**src/rtl/lamp_shift_driver.sv**
```systemverilog
// Serialises the parallel lamp pattern onto a 74HC595-style chain (sclk/sdata/latch).
// A frame is sent after reset and whenever lamps differs from the last value sent.
module lamp_shift_driver #(
    parameter int unsigned WIDTH     = 16,
    parameter int unsigned CLK_DIV   = 4,
    parameter bit          MSB_FIRST = 1'b1
) (
    input  logic             clk,
    input  logic             rst_n,
    input  logic [WIDTH-1:0] lamps,
    output logic             sclk,
    output logic             sdata,
    output logic             latch,
    output logic             busy,
    output logic             frame_done
);

    localparam int unsigned DIV_W = (CLK_DIV > 1) ? $clog2(CLK_DIV) : 1;
    localparam int unsigned BIT_W = (WIDTH > 1) ? $clog2(WIDTH) : 1;
    localparam logic [DIV_W-1:0] DIV_LAST = DIV_W'(CLK_DIV - 1);
    localparam logic [BIT_W-1:0] BIT_LAST = BIT_W'(WIDTH - 1);

    typedef enum logic [1:0] {
        IDLE     = 2'd0,
        SHIFT_LO = 2'd1,
        SHIFT_HI = 2'd2,
        LATCH    = 2'd3
    } state_e;

    state_e             state_q, state_d;
    logic [WIDTH-1:0]   shadow_q, shadow_d;
    logic [WIDTH-1:0]   sent_q, sent_d;
    logic               first_q, first_d;
    logic [DIV_W-1:0]   div_q, div_d;
    logic [BIT_W-1:0]   bit_idx_q, bit_idx_d;
    logic               sclk_q, sclk_d;
    logic               sdata_q, sdata_d;
    logic               latch_q, latch_d;
    logic               busy_q, busy_d;
    logic               done_q, done_d;
    logic               div_end;

    // Bit that leaves the chain first for a given (possibly pre-shifted) word.
    function automatic logic lead_bit(input logic [WIDTH-1:0] v);
        return MSB_FIRST ? v[WIDTH-1] : v[0];
    endfunction

    assign div_end = (div_q == DIV_LAST);

    always_comb begin
        state_d   = state_q;
        shadow_d  = shadow_q;
        sent_d    = sent_q;
        first_d   = first_q;
        div_d     = div_q;
        bit_idx_d = bit_idx_q;
        sdata_d   = sdata_q;
        done_d    = 1'b0;

        unique case (state_q)
            IDLE: begin
                div_d = '0;
                if (first_q || (lamps != sent_q)) begin
                    shadow_d  = lamps;
                    sent_d    = lamps;
                    first_d   = 1'b0;
                    sdata_d   = lead_bit(lamps);
                    bit_idx_d = '0;
                    state_d   = SHIFT_LO;
                end
            end
            SHIFT_LO: begin
                if (div_end) begin
                    div_d   = '0;
                    state_d = SHIFT_HI;
                end else begin
                    div_d = div_q + 1'b1;
                end
            end
            SHIFT_HI: begin
                if (div_end) begin
                    div_d = '0;
                    if (bit_idx_q == BIT_LAST) begin
                        sdata_d = 1'b0;
                        state_d = LATCH;
                    end else begin
                        // Shadow shifts so the next bit is always at the lead position.
                        bit_idx_d = bit_idx_q + 1'b1;
                        shadow_d  = MSB_FIRST ? (shadow_q << 1) : (shadow_q >> 1);
                        sdata_d   = lead_bit(shadow_d);
                        state_d   = SHIFT_LO;
                    end
                end else begin
                    div_d = div_q + 1'b1;
                end
            end
            LATCH: begin
                if (div_end) begin
                    div_d   = '0;
                    done_d  = 1'b1;
                    state_d = IDLE;
                end else begin
                    div_d = div_q + 1'b1;
                end
            end
            default: state_d = IDLE;
        endcase

        sclk_d  = (state_d == SHIFT_HI);
        latch_d = (state_d == LATCH);
        busy_d  = (state_d != IDLE);
    end

    always_ff @(posedge clk or negedge rst_n) begin
        if (!rst_n) begin
            state_q   <= IDLE;
            shadow_q  <= '0;
            sent_q    <= '0;
            first_q   <= 1'b1;
            div_q     <= '0;
            bit_idx_q <= '0;
            sclk_q    <= 1'b0;
            sdata_q   <= 1'b0;
            latch_q   <= 1'b0;
            busy_q    <= 1'b0;
            done_q    <= 1'b0;
        end else begin
            state_q   <= state_d;
            shadow_q  <= shadow_d;
            sent_q    <= sent_d;
            first_q   <= first_d;
            div_q     <= div_d;
            bit_idx_q <= bit_idx_d;
            sclk_q    <= sclk_d;
            sdata_q   <= sdata_d;
            latch_q   <= latch_d;
            busy_q    <= busy_d;
            done_q    <= done_d;
        end
    end

    assign sclk       = sclk_q;
    assign sdata      = sdata_q;
    assign latch      = latch_q;
    assign busy       = busy_q;
    assign frame_done = done_q;

endmodule

```
**config.mk**
```make
export PLATFORM = sky130hd
export DESIGN_NAME = lamp_shift_driver
export DESIGN_NICKNAME = d
export VERILOG_FILES = /design/src/rtl/lamp_shift_driver.sv
export SDC_FILE = /design/constraint.sdc
export NUM_CORES = 1
export LEC_CHECK = 0
export CELL_PAD_IN_SITES_DETAIL_PLACEMENT = 1
export CELL_PAD_IN_SITES_GLOBAL_PLACEMENT = 2
export CORE_ASPECT_RATIO = 0.7
export CORE_UTILIZATION = 39
export CTS_BUF_LIST = sky130_fd_sc_hd__clkbuf_16
export DETAILED_ROUTE_END_ITERATION = 8
export PLACE_DENSITY = 0.83
export SLEW_MARGIN = 40
export SYNTH_ARGS = -nofsm -noshare
export SYNTH_HDL_FRONTEND = slang
export SYNTH_SLANG_ARGS = --single-unit
```
**constraint.sdc**
```tcl
create_clock -name clk -period 2.4 [get_ports clk]
set_clock_uncertainty 0.1 [all_clocks]
set_input_delay 0.36 -clock clk [delete_from_list [all_inputs] [get_ports clk]]
set_output_delay 0.36 -clock clk [all_outputs]
set_load 0.05 [all_outputs]
```
==> results of run 1 <==
[kinds of logic (layout without fill, tap and decap cells)]
group / after synthesis / after routing / synth area share, %
mux: 47 / 47 / 25.01
simple gates: 28 / 28 / 7.465
buf+inv: 12 / 58 / 2.849
xor+xnor: 16 / 16 / 6.382
fa+ha+maj: 2 / 2 / 1.139
flops: 45 / 45 / 51.34
compound gates: 18 / 18 / 5.811
[report_power, final]
| group | switching, mW | internal (mW) | total (mW) |
|---|---|---|---|
| Combinational | 0.613 | 0.752 | 1.37 |
| Clock | 0.275 | 0.381 | 0.656 |
| Sequential | 0.222 | 1.11 | 1.34 |
[routing by layer]
metal | wire, um | vias to the layer above | track usage (%)
met4 | 0 | 0 | 2.778
li1 | - | 681 | -
met5 | 0 | - | 0
met1 | 2240 | 720 | 24.59
met2 | 2333 | 24 | 29.23
met3 | 168 | 0 | 5.282
[worst max-delay path, delay by kind of cell, from the launching register on]
family / cells / cell delay, ps
fa+ha+maj: 1 / 240
flops: 1 / 410
simple gates: 2 / 310
buf+inv: 1 / 170
compound gates: 2 / 470
mux: 1 / 330
[final timing paths]
kind	startpoint	to	slack [ps]	cells after the start
max reg2reg	bit_idx_q[0]$_DFFE_PN0P_	shadow_q[4]$_DFFE_PN0P_	250	7
max in group asynchronous	rst_n	shadow_q[9]$_DFFE_PN0P_	1580	2
max	bit_idx_q[0]$_DFFE_PN0P_	shadow_q[4]$_DFFE_PN0P_	250	7
min	rst_n	div_q[1]$_DFF_PN0_	2	1
min in group clk	div_q[0]$_DFF_PN0_	div_q[0]$_DFF_PN0_	350	1
min reg2reg	div_q[0]$_DFF_PN0_	div_q[0]$_DFF_PN0_	350	1
[registers in the layout, indices dropped and copies added (netlist names), 2 cells and up]
register	flops
bit_idx_q	4
shadow_q	15
state_q	2
div_q	2
sent_q	16
[cell usage in the layout (no fill, tap or decap), types with 4 or more instances in the layout]
| cell | instances |
|---|---|
| nor2_1 | 4 |
| dfrtp_1 | 44 |
| inv_1 | 5 |
| o21ai_0 | 5 |
| mux2_4 | 6 |
| clkbuf_16 | 5 |
| buf_4 | 20 |
| nor2b_1 | 5 |
| xnor2_1 | 15 |
| nand2_1 | 5 |
| mux2_2 | 39 |
| clkdlybuf4s50_1 | 21 |
[layout make-up]
class                   instances  area share (%)
flip-flops and latches         45           40.12
multi-input cells             111           35.80
repair buffers                 45           15.14
clock buffers                   5           4.452
well taps                      72           3.206
inverters                       5          0.6679
clock inverters                 3          0.6233
[through the flow]
step | power [mW] | setup WS (ps) | utilization, % | hold WS [ps] | instance area (um^2)
after CTS | 3.402 | 217.7 | 52.62 | 14.63 | 2810
final | 3.357 | 245.6 | 52.62 | 1.849 | 2810
after global placement | 2.630 | 54.91 | 49.95 | 322.3 | 2668
after floorplan | 2.260 | 347.7 | - | -35.59 | 2196
after detailed placement | 2.727 | -24.12 | 49.95 | 320.6 | 2668
after global routing | 3.570 | 168.2 | 52.62 | 51.03 | 2810
==> summary.md, run 1 <==
| Metric | Value |
|---|---|
| Status | `completed` |
| RSZ-0062 raised after global routing | `no` |
| Crit-path cells | `ha_1 > nand3_2 > nand3_1 > a21o_1 > a31oi_4 > buf_12 > mux2_2` |
| Yosys reg bits | `45` |
| Post-synth top area share | `50.14%` |
| Max-cap check violation count | `0` |
| I/O pins | `23` |
| Post-synthesis average cell area | `13.07 um^2` |
| Initial detailed-routing violation count | `86` |
| FILL cells | `571` |
| Vias post-DR | `1425` |
| Clock latency at the later pin of the worst-skew pair | `280 ps` |
| Max clock buf depth | `2` |
| Antenna violations before repair | `0` |
| Share of post-route cells with drive strength above 1 | `38.79%` |
| CTS buffer count | `5` |
| Pwr Density | `1195 nW/um^2` |
| Antenna-violating nets left | `0` |
| Clock transition at the registers of the reported paths | `60 ps` |
| # DRC | `0` |
| VDD IR-drop max | `380.5 uV` |
| Worst setup EP type | `register` |
| Hold Fails Final Rpt | `0` |
| Multi-input logic area | `1006 um^2` |
| First-pass GRT wire length | `8017 um` |
| Post-DP HPWL | `3602 um` |
| Largest net degree at the start of global routing | `30` |
| Per-cell routed wire length | `16.58 um` |
| Placer Congestion | `0.7047` |
| Crit-path max FO | `10` |
| Vias per cell | `4.983` |
| Slew @ Worst Pin | `655.5 ps` |
| Critical path required time | `2470 ps` |
| LEAKAGE | `1.186 nW` |
| Highest Clock Rate | `464.2 MHz` |
| Post-Syn Area | `2196 um^2` |
| I/O Buffers | `22` |
| Setup TNS | `0 ps` |
| Sink Count | `45` |
| Synth warn | `0` |
| Effective utilization at floorplan | `41.12%` |
| Post-Route WL | `4742 um` |
| Cell count after placement | `278` |
| Top cells by area, synth | `dfrtp_1 (50%), mux2_2 (20%), xnor2_1 (6.0%)` |
| Register area share after synthesis | `51.34%` |
| Chip Height | `64.78 um` |
| Tightest Hold Check Type | `in -> async` |
| Root Driver | `clkbuf_16` |
| Post-Layout Cell Count | `286` |
| Critical path data arrival time | `2220 ps` |
| Finish-stage setup viols | `0` |
| Hold buffer count at CTS | `0` |
| Critical path type | `reg -> reg` |
| Resized Gates After CTS | `0` |
| Nets | `233` |
| # diodes | `0` |
| Rel. slew slack | `56.30%` |
| Core Rows | `22` |
| CP Launch Type | `register` |
| Cell count after synthesis | `168` |
| Grt ovf | `0` |
| Die area | `5939 um^2` |
| Final Max Tran Viols | `0` |
| CTS tree | `yes` |
| Setup repair bufs after CTS | `0` |
| CP max stage delay | `410 ps` |
| Tot GR Track Use | `18.06%` |
| Die Span X | `91.69 um` |
| Most common flop cell mapped by yosys | `dfrtp_1` |
| Synth cell types | `32` |
| CTS H-tree lvls | `2` |
| Period Utilization, post-route | `89.77%` |
| Async SR Flop Fraction | `100.0%` |
| Dominant cell type by area after synthesis | `dfrtp_1` |
| Total core area | `5340 um^2` |
| Post-synth EDFFs | `0` |
| Slowest-stage cell, CP | `dfrtp_1` |
| Layout overhead on the synthesized area | `27.98%` |
| First-pass DRT Iterations | `4` |
| Syn_nets | `188` |
| Post-synth top cells | `dfrtp_1 (44), mux2_2 (39), xnor2_1 (15)` |
| Vias in the first global route | `1577` |
| Top-count cell post-synth | `dfrtp_1` |
| Crit path time final | `2154 ps` |
| Register area | `1127 um^2` |
(Power assumes the default switching activity.)
==> run 2, diff against run 1 <==
--- a/config.mk
+++ b/config.mk
@@ -9,8 +9,9 @@
 export CELL_PAD_IN_SITES_GLOBAL_PLACEMENT = 2
 export CORE_ASPECT_RATIO = 0.7
 export CORE_UTILIZATION = 39
-export CTS_BUF_LIST = sky130_fd_sc_hd__clkbuf_16
+export CTS_BUF_LIST = sky130_fd_sc_hd__clkbuf_4 sky130_fd_sc_hd__clkbuf_8 sky130_fd_sc_hd__clkbuf_16
 export DETAILED_ROUTE_END_ITERATION = 8
+export GPL_TIMING_DRIVEN = 1
 export PLACE_DENSITY = 0.83
 export SLEW_MARGIN = 40
 export SYNTH_ARGS = -nofsm -noshare
==> constraint.sdc (replaced) <==
create_clock -name clk -period 2.2 [get_ports clk]
set_clock_uncertainty 0.1 [all_clocks]
set_input_delay 0.33 -clock clk [delete_from_list [all_inputs] [get_ports clk]]
set_output_delay 0.33 -clock clk [all_outputs]
set_load 0.05 [all_outputs]
==> run 2 against run 1 <==
- die area unchanged
- flip-flop and latch count stayed put
- sequential share of layout area rose by 0.43 points
- largest power group unchanged
- worst setup slack got worse by 140 ps
- clock power is 21% lower
- sequential power up 9%
- critical path depth unchanged
==> summary.md, run 2 (synthesized netlist as in run 1, its figures left out) <==
| Metric | Value |
|---|---|
| Effective utilization at floorplan | `41.12%` |
| Finish-stage setup viols | `0` |
| Critical path required time | `2290 ps` |
| R2R depth | `7` |
| Top flop regs | `sent_q (16), shadow_q (15), bit_idx_q (4)` |
| Worst r2r src | `bit_idx_q[0]$_DFFE_PN0P_` |
| Min Hold Slack | `361.1 ps` |
| Clock power frac | `15.0%` |
| # diodes | `0` |
| Pwr Density | `1239 nW/um^2` |
| Post-DP HPWL | `3810 um` |
| LEAKAGE | `1.181 nW` |
| Chip Height | `64.78 um` |
| Critical path type | `reg -> reg` |
| I/O Buffers | `22` |
| Grt ovf | `0` |
| Most flops, register | `sent_q` |
| Share of post-route cells with drive strength above 1 | `40.00%` |
| Core Rows | `22` |
| VDD IR-drop max | `460.0 uV` |
| Die area | `5939 um^2` |
| Reg2Reg Capture Point | `shadow_q[4]$_DFFE_PN0P_` |
| Multi-input logic area | `1006 um^2` |
| Power, Total | `3.444 mW` |
| Total core area | `5340 um^2` |
| Slew @ Worst Pin | `504.2 ps` |
| Net Sw Frac | `34.78%` |
| FILL cells | `564` |
| Flop2flop setup slack | `110 ps` |
| P_sw | `1.198 mW` |
| Nets | `239` |
| Tightest Hold Check Type | `reg -> reg` |
| Max-cap check violation count | `0` |
| # DRC | `0` |
| CTS buffer count | `5` |
| Placer Congestion | `0.7560` |
| Vias post-DR | `1479` |
| Largest net degree at the start of global routing | `17` |
| Final Max Tran Viols | `0` |
| Setup repair bufs after CTS | `0` |
| Setup TNS | `0 ps` |
| Combinational power share | `42.7%` |
| Max reg flops | `16` |
| Post-Route WL | `4844 um` |
| Crit path time final | `2091 ps` |
| Critical Path Sink | `shadow_q[4]$_DFFE_PN0P_` |
| CP Launch Type | `register` |
| Layout overhead on the synthesized area | `26.61%` |
| Status | `completed` |
| Antenna-violating nets left | `0` |
| Pre-CTS setup slack | `-153.1 ps` |
| Die Span X | `91.69 um` |
| Highest Clock Rate | `478.3 MHz` |
| Clock latency at the later pin of the worst-skew pair | `310 ps` |
| I/O pins | `23` |
| Tot GR Track Use | `18.69%` |
| Critical path data arrival time | `2180 ps` |
| CTS tree | `yes` |
| Commonest non-fill, non-tap cell in the layout | `dfrtp_1` |
| Core Util, Final | `52.06%` |
| Worst setup EP type | `register` |
| Commonest cells after routing, fill and taps aside | `dfrtp_1 (44), mux2_2 (39), buf_4 (26), clkdlybuf4s50_1 (21), xnor2_1 (15)` |
| Register area | `1127 um^2` |
| Sequential power share | `42.3%` |
| Internal power | `2.247 mW` |
| Period Utilization, post-route | `95.04%` |
| Per-cell routed wire length | `16.59 um` |
| Vias per cell | `5.065` |
| Clock transition at the registers of the reported paths | `90 ps` |
| First-pass DRT Iterations | `4` |
| Critical Path Start | `bit_idx_q[0]$_DFFE_PN0P_` |
| Final worst slack | `109.2 ps` |
| Sink Count | `45` |
| Vias in the first global route | `1688` |
| RSZ-0062 raised after global routing | `no` |
| Initial detailed-routing violation count | `46` |
| Root Driver | `clkbuf_8` |
| First-pass GRT wire length | `8390 um` |
| Max clock buf depth | `2` |
| CTS H-tree lvls | `2` |
| Hold Fails Final Rpt | `0` |
| Rel. slew slack | `66.28%` |
| Crit-path max FO | `10` |
| Antenna violations before repair | `0` |
-- run 2: changes by cell type in the layout (fill, tap and decap cells not counted), sizes merged --
| cell | previous run | this run |
|---|---|---|
| buf | 24 | 29 |
| dlygate4sd3 | 0 | 1 |
-- run 2: worst max-delay path: stages, from the launching register on --
cell     delay [ps]
dfrtp_1         420
ha_1            240
nand3_2         110
nand3_1         140
a21o_1          240
a31oi_4         200
buf_6           180
mux2_2          340
-- run 2: per-layer routing --
metal / part of all wire, % / GRT usage [%]
met1: 48 / 25.41
met5: 0 / 0
met2: 47 / 30.17
met3: 3.6 / 4.108
met4: 0.76 / 5.357
-- run 2: power by group through the flow --
| stage | clock network (mW) | logic (mW) | registers, mW |
|---|---|---|---|
| 4_1_cts | 0.533 | 1.49 | 1.46 |
| 5_1_grt | 0.566 | 1.59 | 1.50 |
| 6_report | 0.515 | 1.47 | 1.46 |
| 3_3_place_gp | 0 | 1.41 | 1.45 |
| 2_1_floorplan | 0 | 0.943 | 1.52 |
| 3_5_place_dp | 0 | 1.48 | 1.48 |
-- run 2: area by class of cell --
type / count / share of cell area [%]
Sequential cell: 45 / 40.55
Tap cell: 72 / 3.240
Timing Repair Buffer: 51 / 16.25
Clock inverter: 3 / 0.6301
Multi-Input combinational cell: 111 / 36.18
Inverter: 5 / 0.6751
Clock buffer: 5 / 2.475
-- run 2: worst min path at each step --
stage / depth (start not counted) / start / slack [ps] / end
global route: 1 / div_q[0]$_DFF_PN0_ / 360 / div_q[0]$_DFF_PN0_
finish: 1 / div_q[0]$_DFF_PN0_ / 360 / div_q[0]$_DFF_PN0_
detailed placement: 1 / rst_n / 170 / latch$_DFF_PN0_
floorplan: 0 / rst_n / -70 / bit_idx_q[0]$_DFFE_PN0P_
CTS: 1 / div_q[0]$_DFF_PN0_ / 350 / div_q[0]$_DFF_PN0_
global placement: 1 / rst_n / 170 / latch$_DFF_PN0_
-- run 2: timing repair --
action | 4_1_cts | 5_1_grt
hold buffers | 1 | 0
endpoints found under the setup margin | 0 | 9
endpoints found under the hold margin | 13 | 0
resized for setup | 0 | 1
-- run 2: metrics by stage --
step	cells	cell area, um^2
floorplan	168	2196
global placement	283	2680
detailed placement	283	2680
CTS	292	2776
global route	292	2780
finish	292	2780
==> run 3, diff against run 2 <==
--- a/config.mk
+++ b/config.mk
@@ -5,6 +5,7 @@
 export SDC_FILE = /design/constraint.sdc
 export NUM_CORES = 1
 export LEC_CHECK = 0
+export ABC_CLOCK_PERIOD_IN_PS = 2200
 export CELL_PAD_IN_SITES_DETAIL_PLACEMENT = 1
 export CELL_PAD_IN_SITES_GLOBAL_PLACEMENT = 2
 export CORE_ASPECT_RATIO = 0.7
==> results of run 3 <==
No change in the layout: final DEF, timing and power equal those of run 2.
